## src/rtl/wb_arbiter_stage_if.sv

```systemverilog
// Writeback stage bus: pipeline retire port, long-latency result port and the
// register-file write port. Both input ports use valid/ready (see stage header).
interface wb_arbiter_stage_if #(
  parameter int XLEN   = 32,
  parameter int REG_AW = 5
);
  logic              in_valid;
  logic              in_ready;
  logic              in_regwrite;
  logic [REG_AW-1:0] in_rd;
  logic [1:0]        in_wsel;
  logic [2:0]        in_funct3;
  logic [1:0]        in_addr_lo;
  logic [XLEN-1:0]   in_alu;
  logic [XLEN-1:0]   in_load_word;
  logic [XLEN-1:0]   in_pc4;

  logic              lu_valid;
  logic              lu_ready;
  logic [REG_AW-1:0] lu_rd;
  logic [XLEN-1:0]   lu_data;

  logic              we;
  logic [REG_AW-1:0] rd_addr;
  logic [XLEN-1:0]   rd_data;
  logic              buf_busy;
  logic [REG_AW-1:0] buf_rd;

  modport slave (
    input  in_valid, in_regwrite, in_rd, in_wsel, in_funct3, in_addr_lo,
           in_alu, in_load_word, in_pc4, lu_valid, lu_rd, lu_data,
    output in_ready, lu_ready, we, rd_addr, rd_data, buf_busy, buf_rd
  );

  modport master (
    output in_valid, in_regwrite, in_rd, in_wsel, in_funct3, in_addr_lo,
           in_alu, in_load_word, in_pc4, lu_valid, lu_rd, lu_data,
    input  in_ready, lu_ready, we, rd_addr, rd_data, buf_busy, buf_rd
  );
endinterface

```

## src/rtl/wb_arbiter_stage.sv

```systemverilog
// Writeback arbiter: merges in-order pipeline results and a 1-entry buffered
// long-latency result onto the single register-file write port.
module wb_arbiter_stage #(
  parameter int XLEN         = 32,
  parameter int REG_AW       = 5,
  parameter int STARVE_LIMIT = 3
) (
  input  logic                clk,
  input  logic                rst_n,
  wb_arbiter_stage_if.slave   bus
);
  // Handshake: a transfer happens on a rising edge where valid && ready are both
  // high; ready never depends on valid in this stage, and the source holds its
  // payload stable while valid is high and ready is low.
  localparam int AGE_W = (STARVE_LIMIT < 1) ? 1 : $clog2(STARVE_LIMIT + 1);

  logic              buf_full;
  logic [REG_AW-1:0] buf_rd_q;
  logic [XLEN-1:0]   buf_data;
  logic [AGE_W-1:0]  age;

  logic              we_q;
  logic [REG_AW-1:0] rd_addr_q;
  logic [XLEN-1:0]   rd_data_q;

  logic              in_ready;
  logic              lu_ready;
  logic              lu_acc;
  logic              pw;
  logic [7:0]        ld_byte;
  logic [15:0]       ld_half;
  logic [XLEN-1:0]   load_data;
  logic [XLEN-1:0]   pipe_data;

  assign in_ready = (age < AGE_W'(STARVE_LIMIT));
  assign lu_ready = ~buf_full;
  assign lu_acc   = bus.lu_valid && lu_ready;
  assign pw       = bus.in_valid && in_ready && bus.in_regwrite &&
                    (bus.in_wsel != 2'b11) && (bus.in_rd != '0);

  always_comb begin
    ld_byte   = bus.in_load_word[7:0];
    ld_half   = bus.in_addr_lo[1] ? bus.in_load_word[31:16] : bus.in_load_word[15:0];
    load_data = bus.in_load_word;
    pipe_data = bus.in_pc4;
    case (bus.in_addr_lo)
      2'd0:    ld_byte = bus.in_load_word[7:0];
      2'd1:    ld_byte = bus.in_load_word[15:8];
      2'd2:    ld_byte = bus.in_load_word[23:16];
      default: ld_byte = bus.in_load_word[31:24];
    endcase
    // Unlisted funct3 encodings fall through as a full-word load.
    case (bus.in_funct3)
      3'b000:  load_data = {{(XLEN-8){ld_byte[7]}}, ld_byte};
      3'b001:  load_data = {{(XLEN-16){ld_half[15]}}, ld_half};
      3'b100:  load_data = {{(XLEN-8){1'b0}}, ld_byte};
      3'b101:  load_data = {{(XLEN-16){1'b0}}, ld_half};
      default: load_data = bus.in_load_word;
    endcase
    case (bus.in_wsel)
      2'b00:   pipe_data = bus.in_alu;
      2'b01:   pipe_data = load_data;
      default: pipe_data = bus.in_pc4;
    endcase
  end

  always_ff @(posedge clk or negedge rst_n) begin
    if (!rst_n) begin
      we_q      <= 1'b0;
      rd_addr_q <= '0;
      rd_data_q <= '0;
      buf_full  <= 1'b0;
      buf_rd_q  <= '0;
      buf_data  <= '0;
      age       <= '0;
    end else begin
      if (pw) begin
        we_q      <= 1'b1;
        rd_addr_q <= bus.in_rd;
        rd_data_q <= pipe_data;
      end else if (buf_full) begin
        // A buffered x0 result is retired silently so x0 is never written.
        we_q <= (buf_rd_q != '0);
        if (buf_rd_q != '0) begin
          rd_addr_q <= buf_rd_q;
          rd_data_q <= buf_data;
        end
      end else begin
        we_q <= 1'b0;
      end

      // lu_acc implies the buffer is empty, so load and drain never coincide.
      if (lu_acc) begin
        buf_full <= 1'b1;
        buf_rd_q <= bus.lu_rd;
        buf_data <= bus.lu_data;
        age      <= '0;
      end else if (buf_full && !pw) begin
        buf_full <= 1'b0;
        age      <= '0;
      end else if (buf_full) begin
        age <= age + AGE_W'(1);
      end
    end
  end

  assign bus.in_ready = in_ready;
  assign bus.lu_ready = lu_ready;
  assign bus.we       = we_q;
  assign bus.rd_addr  = rd_addr_q;
  assign bus.rd_data  = rd_data_q;
  assign bus.buf_busy = buf_full;
  assign bus.buf_rd   = buf_rd_q;
endmodule

```

## src/flat_wrapper.sv

```systemverilog
// flat-port wrapper written by rule: the top's interface ports become plain ports
module wb_arbiter_stage_flat 
#(
  parameter int XLEN         = 32,
  parameter int REG_AW       = 5,
  parameter int STARVE_LIMIT = 3
)
  (clk, rst_n, bus_in_valid, bus_in_regwrite, bus_in_rd, bus_in_wsel, bus_in_funct3, bus_in_addr_lo, bus_in_alu, bus_in_load_word, bus_in_pc4, bus_lu_valid, bus_lu_rd, bus_lu_data, bus_in_ready, bus_lu_ready, bus_we, bus_rd_addr, bus_rd_data, bus_buf_busy, bus_buf_rd);
  wb_arbiter_stage_if #(.XLEN(XLEN), .REG_AW(REG_AW)) bus_i ();
  input  logic clk;
  input  logic rst_n;
  input wire logic [$bits(bus_i.in_valid)-1:0] bus_in_valid;
  input wire logic [$bits(bus_i.in_regwrite)-1:0] bus_in_regwrite;
  input wire logic [$bits(bus_i.in_rd)-1:0] bus_in_rd;
  input wire logic [$bits(bus_i.in_wsel)-1:0] bus_in_wsel;
  input wire logic [$bits(bus_i.in_funct3)-1:0] bus_in_funct3;
  input wire logic [$bits(bus_i.in_addr_lo)-1:0] bus_in_addr_lo;
  input wire logic [$bits(bus_i.in_alu)-1:0] bus_in_alu;
  input wire logic [$bits(bus_i.in_load_word)-1:0] bus_in_load_word;
  input wire logic [$bits(bus_i.in_pc4)-1:0] bus_in_pc4;
  input wire logic [$bits(bus_i.lu_valid)-1:0] bus_lu_valid;
  input wire logic [$bits(bus_i.lu_rd)-1:0] bus_lu_rd;
  input wire logic [$bits(bus_i.lu_data)-1:0] bus_lu_data;
  output wire logic [$bits(bus_i.in_ready)-1:0] bus_in_ready;
  output wire logic [$bits(bus_i.lu_ready)-1:0] bus_lu_ready;
  output wire logic [$bits(bus_i.we)-1:0] bus_we;
  output wire logic [$bits(bus_i.rd_addr)-1:0] bus_rd_addr;
  output wire logic [$bits(bus_i.rd_data)-1:0] bus_rd_data;
  output wire logic [$bits(bus_i.buf_busy)-1:0] bus_buf_busy;
  output wire logic [$bits(bus_i.buf_rd)-1:0] bus_buf_rd;
  assign bus_i.in_valid = bus_in_valid;
  assign bus_i.in_regwrite = bus_in_regwrite;
  assign bus_i.in_rd = bus_in_rd;
  assign bus_i.in_wsel = bus_in_wsel;
  assign bus_i.in_funct3 = bus_in_funct3;
  assign bus_i.in_addr_lo = bus_in_addr_lo;
  assign bus_i.in_alu = bus_in_alu;
  assign bus_i.in_load_word = bus_in_load_word;
  assign bus_i.in_pc4 = bus_in_pc4;
  assign bus_i.lu_valid = bus_lu_valid;
  assign bus_i.lu_rd = bus_lu_rd;
  assign bus_i.lu_data = bus_lu_data;
  assign bus_in_ready = bus_i.in_ready;
  assign bus_lu_ready = bus_i.lu_ready;
  assign bus_we = bus_i.we;
  assign bus_rd_addr = bus_i.rd_addr;
  assign bus_rd_data = bus_i.rd_data;
  assign bus_buf_busy = bus_i.buf_busy;
  assign bus_buf_rd = bus_i.buf_rd;
  wb_arbiter_stage #(.XLEN(XLEN), .REG_AW(REG_AW), .STARVE_LIMIT(STARVE_LIMIT)) u_core (.clk(clk), .rst_n(rst_n), .bus(bus_i));
endmodule
```

## config.mk

```make
export PLATFORM = sky130hd
export DESIGN_NAME = wb_arbiter_stage_flat
export DESIGN_NICKNAME = d
export VERILOG_FILES = /design/src/rtl/wb_arbiter_stage_if.sv /design/src/rtl/wb_arbiter_stage.sv /design/src/flat_wrapper.sv
export SDC_FILE = /design/constraint.sdc
export NUM_CORES = 1
export LEC_CHECK = 0
export CORE_ASPECT_RATIO = 1.25
export CORE_MARGIN = 1.5
export CORE_UTILIZATION = 43
export CTS_CLUSTER_DIAMETER = 60
export DETAILED_ROUTE_END_ITERATION = 7
export PLACE_DENSITY = 0.89
export SLEW_MARGIN = 20
export SYNTH_ARGS = -nofsm -noshare
export SYNTH_HDL_FRONTEND = slang
export SYNTH_SLANG_ARGS = --single-unit
```

## constraint.sdc

```tcl
create_clock -name clk -period 1.8 [get_ports clk]
set_input_delay 0.18 -clock clk [delete_from_list [all_inputs] [get_ports clk]]
set_output_delay 0.18 -clock clk [all_outputs]
set_load 0.03 [all_outputs]
```

== After elaboration in Yosys (flattened, before gate mapping) ==
Cells that the tools add are included.

* Add/sub/neg operators: 1
* Magnitude comparators: 1
* Equal/unequal tests: 7
* Multiplexer cells: 17
* Bitwise gates (word level): 1
* Reduce and logical (&&, ||, !) cells: 17

{| class="wikitable"
|+ Operators with widths
! kind !! count
|-
| case mux 32 bit (4 select lines) || 1
|-
| 2-to-1 mux 32 bit || 3
|-
| case mux 32 bit (2 select lines) || 1
|-
| case mux 8 bit (3 select lines) || 1
|-
| 2-to-1 mux 16 bit || 1
|-
| 2-to-1 mux 5 bit || 3
|-
| nonzero test 5 bit || 2
|-
| equality test 3 bit (second input constant) || 2
|-
| logical AND 1 bit || 6
|-
| 2-to-1 mux 2 bit || 3
|-
| nonzero test 2 bit || 3
|-
| equality test 2 x 1 -> 1 bit (second input constant) || 2
|-
| logical NOT 2 bit || 2
|-
| 2-to-1 mux 1 bit || 4
|-
| equality test 3 x 1 -> 1 bit (second input constant) || 1
|-
| logical NOT 3 bit || 1
|-
| nonzero test 3 bit || 1
|-
| adder 2 x 1 -> 2 bit (second input constant) || 1
|-
| equality test 2 bit (second input constant) || 1
|-
| < comparator 2 bit (second input constant) || 1
|-
| != test 2 bit (second input constant) || 1
|-
| AND reduction 2 bit || 1
|-
| logical NOT 1 bit || 1
|-
| inverter 1 bit || 1
|}

* Register bits after elaboration: 78
* Input port bits: 150
* Output and inout port bits: 46
* Logic and storage cells: 51

== Logic depth before layout (Yosys ltp) ==
Gate-level depths: netlist of the first run.

* Depth in word-level cells: 9
* Mapped depth: 7
* Mapped depth without buffers: 5

== Worst setup path after synthesis of the first run ==
OpenSTA, ideal clock, no wires.

* Path type: register to register
* Start: register u_core.buf_rd_q[3] (netlist: u_core.bus.buf_rd[3])
* End: register u_core.rd_data_q[25] (netlist: u_core.bus.rd_data[25])
* Library setup time: 0.133 ns
* Arrival: 1.704 ns
* Required time: 1.667 ns
* Slack: -0.037 ns
* Cell stages (with the launch flop): 7
* Buffers on the path: 2
* Period minus slack after synthesis: 1.837 ns
* Path through: dfrtp_1 -> or4_4 -> o21a_1 -> buf_2 -> buf_2 -> nand2_1 -> a32oi_1

* Word-level cells in the longest chain between the ends: 3

{| class="wikitable"
|+ Ends and longest elaborated chain
! what !! RTL line !! source
|-
| start, declared || wb_arbiter_stage.sv:18 || <nowiki>logic [REG_AW-1:0] buf_rd_q;</nowiki>
|-
| start signal, assigned || wb_arbiter_stage.sv:95 || <nowiki>buf_rd_q <= bus.lu_rd;</nowiki>
|-
| nonzero test 5 bit || wb_arbiter_stage.sv:84 || <nowiki>if (buf_rd_q != '0) begin</nowiki>
|-
| nonzero test 2 bit (no source line) || n/a ||
|-
| AND reduction 2 bit (no source line) || n/a ||
|-
| end signal, assigned || wb_arbiter_stage.sv:80 || <nowiki>rd_data_q <= pipe_data;</nowiki>
|-
| end signal, assigned || wb_arbiter_stage.sv:86 || <nowiki>rd_data_q <= buf_data;</nowiki>
|-
| end, declared || wb_arbiter_stage.sv:24 || <nowiki>logic [XLEN-1:0] rd_data_q;</nowiki>
|}

No other way between the ends.
A chain may end at the register's enable or synchronous reset.

== Final worst setup path of the first run ==
* Start: register u_core.buf_rd_q[3] (netlist: u_core.bus.buf_rd[3])
* End: register u_core.rd_data_q[14] (netlist: u_core.bus.rd_data[14])

Same word-level chain as after synthesis.

==> flow_summary.yaml, run 1 <==
synthesis:
  yosys.area.top_type: "dfrtp_1"
  synth_warnings: 0
  synth_area_leaders: "dfrtp_1 (43%), mux2_2 (9.1%), mux2i_1 (7.0%)"
  synth_ff_type: "dfrtp_1"
  synth_common_cells: "dfrtp_1 (78), nand2_1 (50), mux2_2 (37)"
  yosys.cell_types.count: 46
  netlist.area_leader.share_pct: 42.7
  syn_inst: 465
  avgSynthCellArea_um2: 9.83
  ys_seq_elements: 78
  async_reset_ff_share_pct: 100
  yosysSeqAreaShare_pct: 42.7
  synth_area_mm2: 0.00457
  synth.most_common_cell: "dfrtp_1"
  syn-num-nets: 616
  synth_edf_count: 0
sta:
  final_hold_viol_count: 0
  finalCritPeriodShare_pct: 103
  fin_worst_skew_ns: 0.00540
  maxSlewHeadroom_pct: 48.8
  fmaxAchievable_mhz: 542
  rsz0062_at_grt: "true"
  setup_violations: 12
  hold_ws_ns: 0.288
  worstMarginPinSlew_ns: 0.765
  slew_violations: 0
  period_needed_ns: 1.85
  layout_setup_ws_ns: -0.0452
grt:
  globalRoute.totalOverflow: 0
  grt_pass1_vias: 5128
  track_usage_pct: 30.3
  antenna_found_initial: 0
  grt_max_degree: 52
  grt_pass1_wl_um: 26200
cts:
  clk_latency_ns: 0.35
  clock-sinks: 78
  cts_buffer_depth: 2
  path_clk_slew_ns: 0.06
  cts_tree: "built"
  cts_root_buf: "clkbuf_16"
  numCtsBuffers: 9
  cts.htree.levels: 3
layout:
  design_area_mm2: 0.00736
  fin_nets: 832
  final_util_pct: 72.1
  fillerInstances: 727
  antenna_cells: 0
  drive_gt1_share_pct: 17.2
  syn_to_final_growth_pct: 61.0
critical_path:
  cpPeakStageDelay_ns: 0.55
  rrSetupSlack_ns: -0.05
  startpoint_type: "flip-flop"
  arrival_ns: 2.05
  setup.worst_path.class: "reg2reg"
  path_delay_family: "simple AND/OR/NAND/NOR gates"
  cp_num_buf_inv: 2
  crit_slowest_cell: "or4_4"
  reg2reg_depth: 6
  critical_path_required_ns: 2.01
  r2r_start: "u_core.bus.buf_rd[3]$_DFFE_PN0P_"
  cp-end-kind: "flip-flop"
  crit_chain: "or4_4, o21ai_4, buf_6, clkbuf_16, mux2i_1, a32oi_1"
  cp_max_fo: 6
  r2r-end: "u_core.bus.rd_data[14]$_DFFE_PN0P_"
power_and_ir_drop:
  combPwrFrac_pct: 35.8
  internal_power_uw: 4780
  power_density_mw_per_mm2: 959
  seq_power_share_pct: 33.7
  p_leak_uw: 0.00304
  ir_drop_v: 0.000579
  finalPower_uw: 7060
  power.switching_uw: 2280
  switching_share_pct: 32.2
  p_clk_share_pct: 30.6
placement:
  port_buffers: 195
  dpl.hpwl_um: 12400
  post_dp_cell_area_mm2: 0.00690
  gp_congestion: 0.949
drt:
  vias: 4879
  drt_iter0_drc: 321
  wl_per_cell_um: 20.7
  routed_wl_um: 16900
  drc: 0
  ant_nets: 0
  first_pass_iters: 5
  vias_per_cell: 5.99
run_status:
  violations: "setup timing"
  status: "complete, but fails checks"
floorplanning:
  core_mm2: 0.0102
  rows: 41
  start_util_pct: 44.8
  io_pins: 196
  die_height_um: 118
  die_area_mm2: 0.0113
  die_x_um: 95.2
flow_run:
  cap_viol_max_count: 0
hold_path:
  hold_class: "in2async"
==> power by group through the flow <==
stage                     Combinational (uW)  Sequential, uW  Clock, uW
after detailed placement                2460            2390          0
final                                   2520            2380       2160
after global routing                    2670            2410       2270
after floorplan                          777            2830          0
after global placement                  2400            2370          0
after CTS                               2470            2370       2170
==> registers in the layout, indices dropped and copies added, names as in the netlist <==
register             count
u_core.bus.buf_busy      1
u_core.bus.rd_data      32
u_core.bus.rd_addr       5
u_core.bus.we            1
u_core.buf_data         32
u_core.bus.buf_rd        5
u_core.age               2
==> per-layer routing <==
metal / wire length, um / share of wire (%) / track usage, % / vias up
met5: 0 / 0 / 0 / -
met2: 8550 / 51 / 51.9 / 287
met3: 1410 / 8.3 / 6.50 / 65
met4: 697 / 4.1 / 15.1 / 0
met1: 6220 / 37 / 34.7 / 2362
li1: - / - / - / 2165
==> placed cells by master (no fill, tap or decap), types with 3 or more instances in the layout <==
master             n
buf_4             41
a32oi_1           25
nand2b_1          25
nor3b_1            7
mux2_2            37
o221ai_1           7
nor2_1            17
clkdlybuf4s50_1  190
mux2i_1           32
dfrtp_1           76
bufinv_16          3
clkbuf_16         10
a211oi_1          17
a21oi_1           31
nor3_1             3
nand2_1           50
a31oi_1            7
a222oi_1           7
buf_12             7
nand3_1           24
o21ai_0            7
inv_1             14
a221oi_1           7
==> worst max-delay path by stage <==
stage / startpoint / to / slack, ns / cells past startpoint
2_1_floorplan: u_core.bus.buf_rd[3]$_DFFE_PN0P_ / u_core.bus.rd_data[25]$_DFFE_PN0P_ / 0.004 / 6
3_3_place_gp: bus_in_addr_lo[1] / u_core.bus.rd_data[23]$_DFFE_PN0P_ / -0.31 / 7
3_5_place_dp: bus_in_wsel[0] / u_core.bus.rd_data[14]$_DFFE_PN0P_ / -0.39 / 7
4_1_cts: u_core.bus.buf_rd[3]$_DFFE_PN0P_ / u_core.bus.rd_data[18]$_DFFE_PN0P_ / -0.06 / 6
5_1_grt: u_core.bus.buf_rd[3]$_DFFE_PN0P_ / u_core.bus.rd_data[17]$_DFFE_PN0P_ / -0.09 / 6
6_report: u_core.bus.buf_rd[3]$_DFFE_PN0P_ / u_core.bus.rd_data[14]$_DFFE_PN0P_ / -0.05 / 6
==> worst reg2reg max path, cell delays in order, from the launching register on <==
cell and delay, ns:
dfrtp_2 0.40, or4_4 0.55, o21ai_4 0.19, buf_6 0.13, clkbuf_16 0.15, mux2i_1 0.21, a32oi_1 0.08
==> what timing repair did <==
item                                    in CTS  in global routing
gates resized for setup                      4                  7
pin swaps                                    1                  4
buffers inserted                             0                  3
hold buffers                                 1                  0
hold endpoints to repair                    23                  0
cloned                                       0                  2
endpoints found under the setup margin      27                 36
==> final cells by class <==
type	count	area [um^2]	share of cell area, %
Timing Repair Buffer	246	2440	33.2
Multi-Input combinational cell	331	2390	32.5
Sequential cell	78	1950	26.6
Inverter	15	56.3	0.765
Clock inverter	6	115	1.56
Tap cell	129	161	2.19
Clock buffer	10	239	3.25
==> per-stage QoR <==
stage | worst slack (ns) | cells | setup TNS, ns
2_1_floorplan | 0.00401 | 465 | 0
3_3_place_gp | -0.310 | 793 | -9.96
3_5_place_dp | -0.393 | 793 | -11.48
4_1_cts | -0.0640 | 810 | -0.472
5_1_grt | -0.0895 | 815 | -1.45
6_report | -0.0452 | 815 | -0.208
==> logic make-up after synthesis <==
kind of cell / count (synthesis) / synth area share (%)
compound gates: 122 / 19.5
buf+inv: 56 / 6.10
simple gates: 139 / 15.3
flops: 78 / 42.7
mux: 69 / 16.1
fa+ha+maj: 1 / 0.274
Note: power is estimated with default switching activity, not from simulation.
==> run 2, diff against run 1 <==
--- a/config.mk
+++ b/config.mk
@@ -11,7 +11,6 @@
 export CTS_CLUSTER_DIAMETER = 60
 export DETAILED_ROUTE_END_ITERATION = 7
 export PLACE_DENSITY = 0.89
-export SLEW_MARGIN = 20
 export SYNTH_ARGS = -nofsm -noshare
 export SYNTH_HDL_FRONTEND = slang
 export SYNTH_SLANG_ARGS = --single-unit
==> constraint.sdc (replaced) <==
create_clock -name clk -period 1.9 [get_ports clk]
set_input_delay 0.19 -clock clk [delete_from_list [all_inputs] [get_ports clk]]
set_output_delay 0.19 -clock clk [all_outputs]
set_load 0.03 [all_outputs]
==> run 2 against run 1 <==
  * The flow now finishes without violations
  * Critical path depth fell by 2
  * Cell area fell by 2.3%
  * Combinational power fell by 7%
  * Die area did not move
  * First-iteration DRC count rose by 47%
  * Via count fell by 0.88%
  * Cell count fell by 0.61%
  * Clock skew rose by 0.0022 ns
  * Fmax fell by 0.61%
  * Utilization fell by 1.6 points
  * Critical path type unchanged
  * Critical endpoint is now u_core.bus.rd_data[25]$_DFFE_PN0P_
  * Largest cell class unchanged
==> flow_summary.yaml, run 2 (synthesis results as in run 1) <==
run_status:
  status: "finished clean"
cts:
  numCtsBuffers: 9
  path_clk_slew_ns: 0.06
  cts_tree: "built"
  cts_buffer_depth: 2
  clock-sinks: 78
  cts.htree.levels: 3
  clk_latency_ns: 0.33
  cts_root_buf: "clkbuf_16"
sta:
  slew_violations: 0
  setup_violations: 0
  finalCritPeriodShare_pct: 97.7
  maxSlewHeadroom_pct: 51.1
  final_hold_viol_count: 0
  rsz0062_at_grt: "true"
  fmaxAchievable_mhz: 539
  fin_worst_skew_ns: 0.00765
  period_needed_ns: 1.86
  setup_tns_ns: 0
  worstMarginPinSlew_ns: 0.731
  hold_ws_ns: 0.407
layout:
  seqCellArea_mm2: 0.00195
  drive_gt1_share_pct: 15.7
  multi_input_area_mm2: 0.00237
  final_util_pct: 70.5
  fillerInstances: 747
  final_common_cell: "clkdlybuf4s50_1"
  design_area_mm2: 0.00719
  fin_nets: 827
  antenna_cells: 0
  final_cell_mix: "clkdlybuf4s50_1 (192), dfrtp_1 (78), nand2_1 (50), buf_4 (38), mux2_2 (37)"
  syn_to_final_growth_pct: 57.3
critical_path:
  cp-end-kind: "flip-flop"
  critical_path_required_ns: 2.10
  r2r-end: "u_core.bus.rd_data[25]$_DFFE_PN0P_"
  cp_max_fo: 18
  r2r_start: "u_core.bus.buf_rd[3]$_DFFE_PN0P_"
  arrival_ns: 2.05
  setup.worst_path.class: "reg2reg"
  rrSetupSlack_ns: 0.04
  startpoint_type: "flip-flop"
  reg2reg_depth: 4
drt:
  routed_wl_um: 16900
  vias: 4836
  first_pass_iters: 7
  drt_iter0_drc: 472
  ant_nets: 0
  drc: 0
  vias_per_cell: 5.97
  wl_per_cell_um: 20.8
placement:
  post_dp_cell_area_mm2: 0.00683
  gp_congestion: 0.877
  dpl.hpwl_um: 12500
  port_buffers: 195
grt:
  grt_max_degree: 47
  grt_pass1_wl_um: 25300
  antenna_found_initial: 0
  grt_pass1_vias: 4919
  track_usage_pct: 29.2
  globalRoute.totalOverflow: 0
floorplanning:
  die_area_mm2: 0.0113
  core_mm2: 0.0102
  die_x_um: 95.2
  rows: 41
  start_util_pct: 44.8
  die_height_um: 118
  io_pins: 196
hold_path:
  hold_class: "in2async"
power_and_ir_drop:
  ir_drop_v: 0.000520
  power_density_mw_per_mm2: 859
  p_leak_uw: 0.00295
flow_run:
  cap_viol_max_count: 0
==> run 2: cell count changes in the layout (fill, tap and decap cells not counted), moves of 2 or more <==
cell | previous run | this run
buf_4 | 41 | 38
bufinv_16 | 3 | 0
clkbuf_1 | 0 | 2
clkdlybuf4s50_1 | 190 | 192
clkinv_2 | 0 | 2
dfrtp_1 | 76 | 78
dfrtp_2 | 2 | 0
dlygate4sd2_1 | 2 | 0
==> run 2: metal layers <==
metal,wire length [um],track usage [%]
met4,674,13.0
met3,1590,6.44
met5,0,0
met2,8720,49.9
met1,5900,34.3
==> run 2: worst max path at each step <==
stage / from / end / slack, ns / cells past startpoint
2_1_floorplan: u_core.bus.buf_rd[3]$_DFFE_PN0P_ / u_core.bus.rd_data[25]$_DFFE_PN0P_ / 0.06 / 6
3_5_place_dp: bus_in_rd[0] / u_core.bus.rd_data[29]$_DFFE_PN0P_ / -0.28 / 6
5_1_grt: u_core.bus.buf_rd[3]$_DFFE_PN0P_ / u_core.bus.rd_data[5]$_DFFE_PN0P_ / -0.02 / 5
6_report: u_core.bus.buf_rd[3]$_DFFE_PN0P_ / u_core.bus.rd_data[25]$_DFFE_PN0P_ / 0.04 / 4
3_3_place_gp: bus_in_rd[0] / u_core.bus.rd_data[29]$_DFFE_PN0P_ / -0.19 / 6
4_1_cts: bus_in_rd[0] / u_core.bus.rd_data[30]$_DFFE_PN0P_ / 0.02 / 6
==> run 2: final cells by class <==
class | instances | area share (%)
clock buffers | 11 | 3.24
clock inverters | 5 | 0.487
inverters | 15 | 0.783
multi-input cells | 331 | 33.0
flip-flops and latches | 78 | 27.1
well taps | 129 | 2.24
repair buffers | 241 | 33.1
==> run 2: report_power, final <==
| group | switching (uW) | internal (uW) |
|---|---|---|
| clock network | 693 | 888 |
| registers | 232 | 2020 |
| logic | 1190 | 1160 |
==> run 2: timing repair <==
item	in CTS	in global routing
setup buffers	0	4
setup endpoints to repair	0	24
hold buffers	1	0
endpoints found under the hold margin	41	0
gates resized for setup	0	4
==> run 2: critical path, cell delays in order (launching register included) <==
cell	delay, ns
dfrtp_1	0.39
or4_4	0.56
o21a_1	0.45
nand2_1	0.21
a32oi_1	0.11
==> run 2: metrics by stage <==
| step | total power (uW) | cells | worst slack, ns |
|---|---|---|---|
| 3_5_place_dp | 4570 | 788 | -0.280 |
| 5_1_grt | 6420 | 810 | -0.0159 |
| 3_3_place_gp | 4490 | 788 | -0.192 |
| 4_1_cts | 6150 | 805 | 0.0210 |
| 2_1_floorplan | 3410 | 465 | 0.0625 |
| 6_report | 6180 | 810 | 0.0435 |
